===== config.mk =====
export PLATFORM = sky130hd
export DESIGN_NAME = equal_compare_arbiter
export DESIGN_NICKNAME = d
export VERILOG_FILES = /design/src/rtl/equal_compare_pkg.sv /design/src/rtl/equal_comparator_four.sv /design/src/rtl/equal_compare_arbiter.sv
export SDC_FILE = /design/constraint.sdc
export NUM_CORES = 1
export LEC_CHECK = 0
export BUFFER_PORTS_ARGS = -buffer_cell sky130_fd_sc_hd__buf_2
export CAP_MARGIN = 20
export CORE_MARGIN = 1.5
export CORE_UTILIZATION = 44
export CTS_BUF_LIST = sky130_fd_sc_hd__clkbuf_16
export DETAILED_ROUTE_END_ITERATION = 12
export PLACE_DENSITY = 0.73
export SETUP_SLACK_MARGIN = 0.05
export SLEW_MARGIN = 0
export SYNTH_ARGS = -nofsm -noshare
export SYNTH_HDL_FRONTEND = slang
export SYNTH_SLANG_ARGS = --single-unit

===== constraint.sdc =====
create_clock -name clk -period 4.74 [get_ports clk]
set_input_delay 0.474 -clock clk [delete_from_list [all_inputs] [get_ports clk]]
set_output_delay 0.474 -clock clk [all_outputs]
set_load 0.1 [all_outputs]

===== src/rtl/equal_compare_pkg.sv =====
// Shared types for the nibble-serial equality arbiter: FSM states, nibble width
// and the requester-ID type.
package equal_compare_pkg;

    localparam int NIBBLE_W = 4;

    typedef enum logic [1:0] {
        IDLE = 2'd0,
        CMP  = 2'd1,
        RESP = 2'd2
    } state_e;

    typedef logic req_id_t;

endpackage


===== src/rtl/equal_comparator_four.sv =====
// Shared 4-bit equality comparator; the arbiter time-multiplexes it across nibbles.
module equal_comparator_four (
    input  logic [3:0] a,
    input  logic [3:0] b,
    output logic       equal
);

    assign equal = (a == b);

endmodule


===== src/rtl/equal_compare_arbiter.sv =====
// Two-requester round-robin arbiter that compares WIDTH-bit operands one nibble
// per cycle (LSB nibble first) on a single shared comparator, stopping at the first mismatch.
module equal_compare_arbiter
    import equal_compare_pkg::*;
#(
    parameter  int WIDTH = 16,
    localparam int NIB   = WIDTH / NIBBLE_W,
    localparam int IDX_W = (NIB > 1) ? $clog2(NIB) : 1
) (
    input  logic             clk,
    input  logic             rst_n,
    input  logic             req0_valid,
    output logic             req0_ready,
    input  logic [WIDTH-1:0] req0_a,
    input  logic [WIDTH-1:0] req0_b,
    input  logic             req1_valid,
    output logic             req1_ready,
    input  logic [WIDTH-1:0] req1_a,
    input  logic [WIDTH-1:0] req1_b,
    output logic             rsp_valid,
    input  logic             rsp_ready,
    output logic             rsp_id,
    output logic             rsp_equal,
    output logic [IDX_W-1:0] rsp_index,
    output logic             busy
);

    localparam logic [IDX_W-1:0] LAST_NIB = IDX_W'(NIB - 1);

    state_e           state_q, state_d;
    req_id_t          last_grant_q, last_grant_d;
    req_id_t          id_q, id_d;
    logic [IDX_W-1:0] nib_q, nib_d;
    logic [IDX_W-1:0] idx_q, idx_d;
    logic             equal_q, equal_d;
    logic [WIDTH-1:0] a_q, a_d;
    logic [WIDTH-1:0] b_q, b_d;

    req_id_t              grant;
    logic                 accept;
    logic [NIBBLE_W-1:0]  a_nib, b_nib;
    logic                 nib_equal;

    // Round robin only matters on a tie; a lone requester always wins.
    always_comb begin
        if (req0_valid && req1_valid) begin
            grant = ~last_grant_q;
        end else begin
            grant = req_id_t'(req1_valid);
        end
    end

    // Readies are gated by rst_n so they drop the instant reset asserts.
    assign req0_ready = rst_n && (state_q == IDLE) && req0_valid && (grant == 1'b0);
    assign req1_ready = rst_n && (state_q == IDLE) && req1_valid && (grant == 1'b1);
    assign accept     = req0_ready || req1_ready;

    always_comb begin
        a_nib = '0;
        b_nib = '0;
        for (int i = 0; i < NIB; i++) begin
            if (nib_q == IDX_W'(i)) begin
                a_nib = a_q[i*NIBBLE_W +: NIBBLE_W];
                b_nib = b_q[i*NIBBLE_W +: NIBBLE_W];
            end
        end
    end

    equal_comparator_four u_cmp (
        .a     (a_nib),
        .b     (b_nib),
        .equal (nib_equal)
    );

    always_comb begin
        state_d      = state_q;
        last_grant_d = last_grant_q;
        id_d         = id_q;
        nib_d        = nib_q;
        idx_d        = idx_q;
        equal_d      = equal_q;
        a_d          = a_q;
        b_d          = b_q;
        case (state_q)
            IDLE: begin
                if (accept) begin
                    a_d     = grant ? req1_a : req0_a;
                    b_d     = grant ? req1_b : req0_b;
                    id_d    = grant;
                    nib_d   = '0;
                    state_d = CMP;
                end
            end
            CMP: begin
                if (!nib_equal) begin
                    equal_d = 1'b0;
                    idx_d   = nib_q;
                    state_d = RESP;
                end else if (nib_q == LAST_NIB) begin
                    equal_d = 1'b1;
                    idx_d   = '0;
                    state_d = RESP;
                end else begin
                    nib_d = nib_q + 1'b1;
                end
            end
            RESP: begin
                if (rsp_ready) begin
                    last_grant_d = id_q;
                    state_d      = IDLE;
                end
            end
            default: state_d = IDLE;
        endcase
    end

    always_ff @(posedge clk or negedge rst_n) begin
        if (!rst_n) begin
            state_q      <= IDLE;
            last_grant_q <= 1'b1;
            id_q         <= 1'b0;
            nib_q        <= '0;
            idx_q        <= '0;
            equal_q      <= 1'b0;
        end else begin
            state_q      <= state_d;
            last_grant_q <= last_grant_d;
            id_q         <= id_d;
            nib_q        <= nib_d;
            idx_q        <= idx_d;
            equal_q      <= equal_d;
        end
    end

    // Operand latches carry no reset; they are only read while in CMP.
    always_ff @(posedge clk) begin
        a_q <= a_d;
        b_q <= b_d;
    end

    assign rsp_valid = (state_q == RESP);
    assign rsp_id    = id_q;
    assign rsp_equal = equal_q;
    assign rsp_index = idx_q;
    assign busy      = (state_q != IDLE);

endmodule


==> results.yml, run 1 <==
logic_synthesis:
  ys_seq_area_share_pct: 57.3
  synth_top_area_cell: "edfxtp_1"
  syn-instance-count: 145
  synthSimpleGateAreaFrac_pct: 6.40
  async_flop_share_pct: 22.0
  synthesis.area_mm2: 0.00207
  yosys-top-cells-area: "edfxtp_1, mux2_2, dfrtp_1, ha_1, inv_1"
  muxShareOfSynthArea_pct: 19.9
  yosysWarnings: 0
  synth_ff_type: "edfxtp_1"
  synth_xor_area_share_pct: 4.23
  syn_nets: 218
  synth_edf_count: 32
  synth_top_area_share_pct: 46.4
  synth_top_family_by_area: "multiplexers"
  yosysUniqueCellTypes: 33
  syn_avg_cell_area_um2: 14.3
  synthAdderAreaFrac_pct: 2.42
  synth-compound-area-share_pct: 6.88
  ys_seq_elements: 41
finish:
  antennaDiodeCount: 0
  fill_cells: 358
  drive_gt1_share_pct: 54.6
  multi_input_area_um2: 836
  area_delta_synth_final_pct: 29.2
  final_cells: 279
  nNetsFinal: 299
  final-seq-area_mm2: 0.00119
clocking:
  cts_tree: "yes"
  clk_latency_ps: 280
  cts_sinks: 41
  cts_resized: 0
  cts_root_buf: "clkbuf_16"
  postCtsSetupBuffers: 0
  clkSlewWorstSetupHoldPaths_ps: 50
  numCtsBuffers: 5
  htreeDepth: 2
  clockBufferDepth: 2
  hold_buffers: 0
sta:
  fin_crit_sh_pct: 54.5
  tns_ps: 0
  clock_skew_ps: 2.20
  fin_crit_ps: 2590
  slew_headroom_pct: 33.5
  hold_viol_final: 0
  drv_slew: 0
  worst_pin_slew_ps: 995
  setup_viol: 0
  max_freq_mhz: 387
  rsz0062_at_grt: "no"
global_routing:
  busiest_layer: "met2"
  groute.layer.met2.usage_pct: 25.5
  grt_pass1_wl_um: 5900
  antenna_found_initial: 0
  grt_pass1_vias: 1349
  grt_max_degree: 35
  grt.total_usage_pct: 15.4
  overflow: 0
  use_met1_pct: 18.3
  use_met3_pct: 5.06
setup_path:
  cp_max_fo: 34
  arrival_ps: 2110
  startpoint_type: "flop"
  worstPathRequired_ps: 4270
  worstSetupPathType: "reg -> out"
  cp-end-kind: "output pin"
drt:
  drtPass1Iterations: 10
  drt-initial-drc-count: 52
  drc: 5
  wl_um: 3540
  wl_per_cell_um: 12.7
  num_vias: 1353
  ant_nets: 0
  via_per_inst: 4.85
floorplanning:
  rows: 24
  die_x_um: 71.6
  ios: 77
  initial_core_util_pct: 46.6
  core-area_mm2: 0.00444
  die-area_mm2: 0.00513
  die_y_um: 71.6
power_and_ir_drop:
  power_leakage_uw: 0.00117
  irDropWorstVdd_v: 0.000238
  power_density_mw_per_mm2: 518
place:
  io_buffers: 76
  place_inst: 270
  place_congestion: 0.801
  dp_hpwl_um: 2610
run:
  max_cap_viol_count: 0
run_status:
  violations: "DRC"
  status: "complete, but fails checks"
min_path:
  hold_path.class: "in -> async"
cells in the mapped netlist (2+ instances only):
library cell / instances
inv_1: 12
a21o_1: 2
nand2_1: 6
xor2_1: 5
buf_2: 3
a21oi_1: 2
dfrtp_1: 8
mux2i_1: 4
nand2b_1: 5
nor2b_1: 3
mux2_2: 33
o21ai_0: 2
ha_1: 4
edfxtp_1: 32
xnor2_1: 5
nor2_1: 2
layout by cell type (no fill, tap or decap), types with 2 or more instances in the layout:
cell type and n:
xor2_1 5, a21o_1 2, a21oi_1 2, mux2i_1 4, edfxtp_1 32, dfrtp_1 8
nand2b_1 5, mux2_2 33, ha_1 4, inv_1 14, nand2_1 6, nor2b_1 3
o21ai_0 2, clkbuf_16 5, xnor2_1 5, nor2_1 2, buf_2 76
critical path, cell delays in order, from the launching register on:
cell,delay [ps]
dfstp_2,380
a21boi_4,760
and2_1,260
buf_2,430
cells by family after synthesis:
logic type                 count (synthesis)
xor gates and xnor gates                  10
DFF                                       41
and+or+nand+nor                           23
AOI/OAI and AO/OA                         15
buffers and inverters                     15
adders and majority gates                  4
muxes                                     37
area by class of cell:
type / count / share of cell area [%]
Clock buffer: 5 / 4.67
Sequential cell: 41 / 44.3
Timing Repair Buffer: 77 / 15.2
Inverter: 12 / 1.68
Multi-Input combinational cell: 89 / 31.2
Tap cell: 52 / 2.43
Clock inverter: 3 / 0.421
power by group:
| part | internal, uW | switching, uW | total (uW) |
|---|---|---|---|
| logic | 186 | 351 | 537 |
| registers | 496 | 43.7 | 540 |
| clock network | 189 | 122 | 312 |
state kept, by name (all words and copies together), names as in the netlist:
| signal | flops |
|---|---|
| b_q | 16 |
| rsp_id | 1 |
| nib_q | 2 |
| rsp_equal | 1 |
| last_grant_q | 1 |
| state_q | 2 |
| rsp_index | 2 |
| a_q | 16 |
worst paths after layout:
check / startpoint / endpoint / slack (ps) / depth (start not counted)
worst max-delay path: last_grant_q / req1_ready / 2150 / 3
worst min-delay path: rst_n / state_q[1] / 40 / 1
worst max register to register: state_q[0] / a_q[12] / 2780 / 5
worst min register to register: rsp_index[1] / rsp_index[1] / 510 / 2
max in group asynchronous: rst_n / last_grant_q / 4450 / 1
min in group clk: rsp_ready / state_q[1] / 390 / 2
per-layer routing:
metal / wire length (um) / vias to the layer above
met1: 1470 / 608
met5: 0 / -
met4: 27 / 0
met2: 1770 / 54
met3: 275 / 4
li1: - / 687
through the flow:
| step | util, % | cell area (um^2) | power [uW] | setup slack (ps) | hold WS [ps] |
|---|---|---|---|---|---|
| 2_1_floorplan | - | 2070 | 959 | 1840 | 178 |
| 3_3_place_gp | 56.6 | 2510 | 1060 | 2170 | 337 |
| 3_5_place_dp | 56.6 | 2510 | 1070 | 2120 | 334 |
| 4_1_cts | 59.6 | 2650 | 1390 | 2080 | 33.9 |
| 5_1_grt | 60.2 | 2680 | 1460 | 2020 | 45.6 |
| 6_report | 60.2 | 2680 | 1390 | 2150 | 41.1 |
Power figures use the tool's default switching activity.
==> run 2, diff against run 1 <==
--- a/config.mk
+++ b/config.mk
@@ -5,13 +5,14 @@
 export SDC_FILE = /design/constraint.sdc
 export NUM_CORES = 1
 export LEC_CHECK = 0
+export ABC_AREA = 1
 export BUFFER_PORTS_ARGS = -buffer_cell sky130_fd_sc_hd__buf_2
 export CAP_MARGIN = 20
 export CORE_MARGIN = 1.5
 export CORE_UTILIZATION = 44
 export CTS_BUF_LIST = sky130_fd_sc_hd__clkbuf_16
 export DETAILED_ROUTE_END_ITERATION = 12
-export PLACE_DENSITY = 0.73
+export PLACE_DENSITY = 0.72
 export SETUP_SLACK_MARGIN = 0.05
 export SLEW_MARGIN = 0
 export SYNTH_ARGS = -nofsm -noshare
==> constraint.sdc (replaced) <==
create_clock -name clk -period 2.47 [get_ports clk]
set_input_delay 0.247 -clock clk [delete_from_list [all_inputs] [get_ports clk]]
set_output_delay 0.247 -clock clk [all_outputs]
set_load 0.1 [all_outputs]
==> results.yml, run 2 <==
finish:
  layout_common_cells: "nand2_1, buf_2, edfxtp_1"
  drive_gt1_share_pct: 28.4
  layout_commonest_cell: "nand2_1"
  nNetsFinal: 410
  final_cells: 392
  area_delta_synth_final_pct: 29.0
  final-seq-area_mm2: 0.00119
  fill_cells: 439
  multi_input_area_um2: 847
  antennaDiodeCount: 0
  reg.largest.list: "a_q: 16 flops, b_q: 16 flops"
logic_synthesis:
  synth-compound-area-share_pct: 2.12
  synth_edf_count: 32
  syn_nets: 329
  async_flop_share_pct: 22.0
  synthesis.area_mm2: 0.00213
  yosysUniqueCellTypes: 26
  ys_top_cells_by_count: "nand2_1, edfxtp_1, nor2_1"
  muxShareOfSynthArea_pct: 0
  ys_seq_area_share_pct: 55.8
  synth_xor_area_share_pct: 2.06
  yosysWarnings: 0
  synthSimpleGateAreaFrac_pct: 32.7
  syn-instance-count: 256
  synth_top_family_by_area: "simple AND/OR/NAND/NOR gates"
  yosys-top-cells-area: "edfxtp_1, nand2_1, dfrtp_1, nor2_1, inv_1"
  ys_seq_elements: 41
  syn_avg_cell_area_um2: 8.31
  synthAdderAreaFrac_pct: 2.35
  synth_ff_type: "edfxtp_1"
  synth_top_area_share_pct: 45.1
  yosys.cell_count.top_type: "nand2_1"
  synth_top_area_cell: "edfxtp_1"
setup_path:
  cp-end-kind: "output pin"
  arrival_ps: 1800
  cp_max_fo: 33
  r2r-end: "b_q[1]"
  startpoint_type: "flop"
  rr_startpoint: "state_q[1]"
  worstPathRequired_ps: 2220
  r2r_cells: 6
  worstSetupPathType: "reg -> out"
  r2r_setup_slack_ps: 840
power_and_ir_drop:
  p_int_uw: 1630
  power_leakage_uw: 0.00144
  clockPowerShare_pct: 22.3
  irDropWorstVdd_v: 0.000394
  switching_share_pct: 39.9
  power_frac_seq_pct: 39.6
  power_density_mw_per_mm2: 985
  power.switching_uw: 1080
  pwr-share-comb_pct: 38.0
sta:
  max_freq_mhz: 489
  clock_skew_ps: 4.89
  slew_headroom_pct: 65.3
  rsz0062_at_grt: "no"
  setup_viol: 0
  drv_slew: 0
  hold_viol_final: 0
  tns_ps: 0
  fin_crit_sh_pct: 82.7
  fin_crit_ps: 2040
  worst_pin_slew_ps: 520
drt:
  drtPass1Iterations: 4
  wl_um: 4170
  drc: 0
  drt-initial-drc-count: 91
  ant_nets: 0
  via_per_inst: 4.68
  wl_per_cell_um: 10.6
  num_vias: 1835
floorplanning:
  initial_core_util_pct: 45.4
  die_y_um: 72.6
  die-area_mm2: 0.00526
  ios: 77
  die_x_um: 72.6
  core-area_mm2: 0.00469
  rows: 25
clocking:
  clk_latency_ps: 280
  numCtsBuffers: 5
  clockBufferDepth: 2
  cts_root_buf: "clkbuf_16"
  clkSlewWorstSetupHoldPaths_ps: 50
  cts_tree: "yes"
  htreeDepth: 2
  cts_resized: 0
  postCtsSetupBuffers: 0
  cts_sinks: 41
min_path:
  worstHoldStart: "rsp_ready"
  hold_depth: 2
  min_to: "state_q[1]"
  hold_path.class: "in -> reg"
run:
  max_cap_viol_count: 0
global_routing:
  busiest_layer: "met2"
  antenna_found_initial: 0
  overflow: 0
  grt_pass1_vias: 1703
  groute.layer.met2.usage_pct: 30.2
  use_met3_pct: 5.42
  use_met1_pct: 20.1
  grt.total_usage_pct: 17.5
  grt_max_degree: 34
  grt_pass1_wl_um: 6950
place:
  place_inst: 383
  dp_hpwl_um: 3260
  io_buffers: 76
  place_congestion: 0.757
run_status:
  status: "finished, final reports clean"
[run 2: cell count changes after synthesis, moves of 3 or more]
cell / previous run / this run
mux2_2: 33 / 0
nand3_1: 0 / 7
nor2_1: 2 / 23
nor2b_1: 3 / 0
nand2_2: 0 / 3
xnor2_1: 5 / 2
inv_1: 12 / 20
mux2i_1: 4 / 0
nand2_1: 6 / 131
nand2b_1: 5 / 0
[run 2: worst max-delay path by stage]
stage                       from         end  depth (start not counted)
finish              last_grant_q  req0_ready                          5
global route        last_grant_q  req0_ready                          5
CTS                 last_grant_q  req0_ready                          5
detailed placement  last_grant_q  req0_ready                          5
global placement    last_grant_q  req0_ready                          5
floorplan           last_grant_q  req0_ready                          5
[run 2: routing by layer]
metal	share of wire [%]	wire length, um
met2	50	2080
met3	4.6	192
met5	0	0
met4	1.8	73
met1	44	1820
[run 2: worst max-delay path, cell delays in order (launching register included)]
cell     delay, ps
dfstp_2        520
nand2_1         50
nand2_1        190
inv_2          270
nor3_2         270
buf_12         210
[run 2: final cells by class]
| class | count | area share [%] |
|---|---|---|
| Inverter | 21 | 2.87 |
| Tap cell | 54 | 2.46 |
| Sequential cell | 41 | 43.2 |
| Clock inverter | 3 | 0.456 |
| Clock buffer | 5 | 4.56 |
| Timing Repair Buffer | 80 | 15.6 |
| Multi-Input combinational cell | 188 | 30.8 |
[run 2: what timing repair did]
action | CTS | global route
endpoints found under the setup margin | 0 | 0
endpoints found under the hold margin | 8 | 0
hold buffers | 1 | 0
[run 2: metrics by stage]
step	hold slack (ps)	power, uW	util (%)	cell area, um^2	worst slack, ps
after floorplan	-48.6	1880	-	2140	41.2
after global placement	112	2090	55.4	2600	746
after detailed placement	117	2120	55.4	2600	718
after CTS	146	2730	58.5	2750	407
after global routing	155	2880	58.5	2750	271
final	150	2700	58.5	2750	427
[run 2: power by group through the flow]
stage	Sequential, uW	Clock (uW)	Combinational (uW)
final	1070	604	1030
after global routing	1090	650	1140
after CTS	1070	619	1040
after detailed placement	1090	0	1040
after global placement	1080	0	1020
after floorplan	1210	0	668
[run 2: logic make-up (layout without fill, tap and decap cells)]
group | after synthesis | after routing
AOI/OAI and AO/OA | 6 | 6
adders and majority gates | 4 | 4
buffers and inverters | 27 | 109
and+or+nand+nor | 173 | 173
DFF | 41 | 41
xor gates and xnor gates | 5 | 5
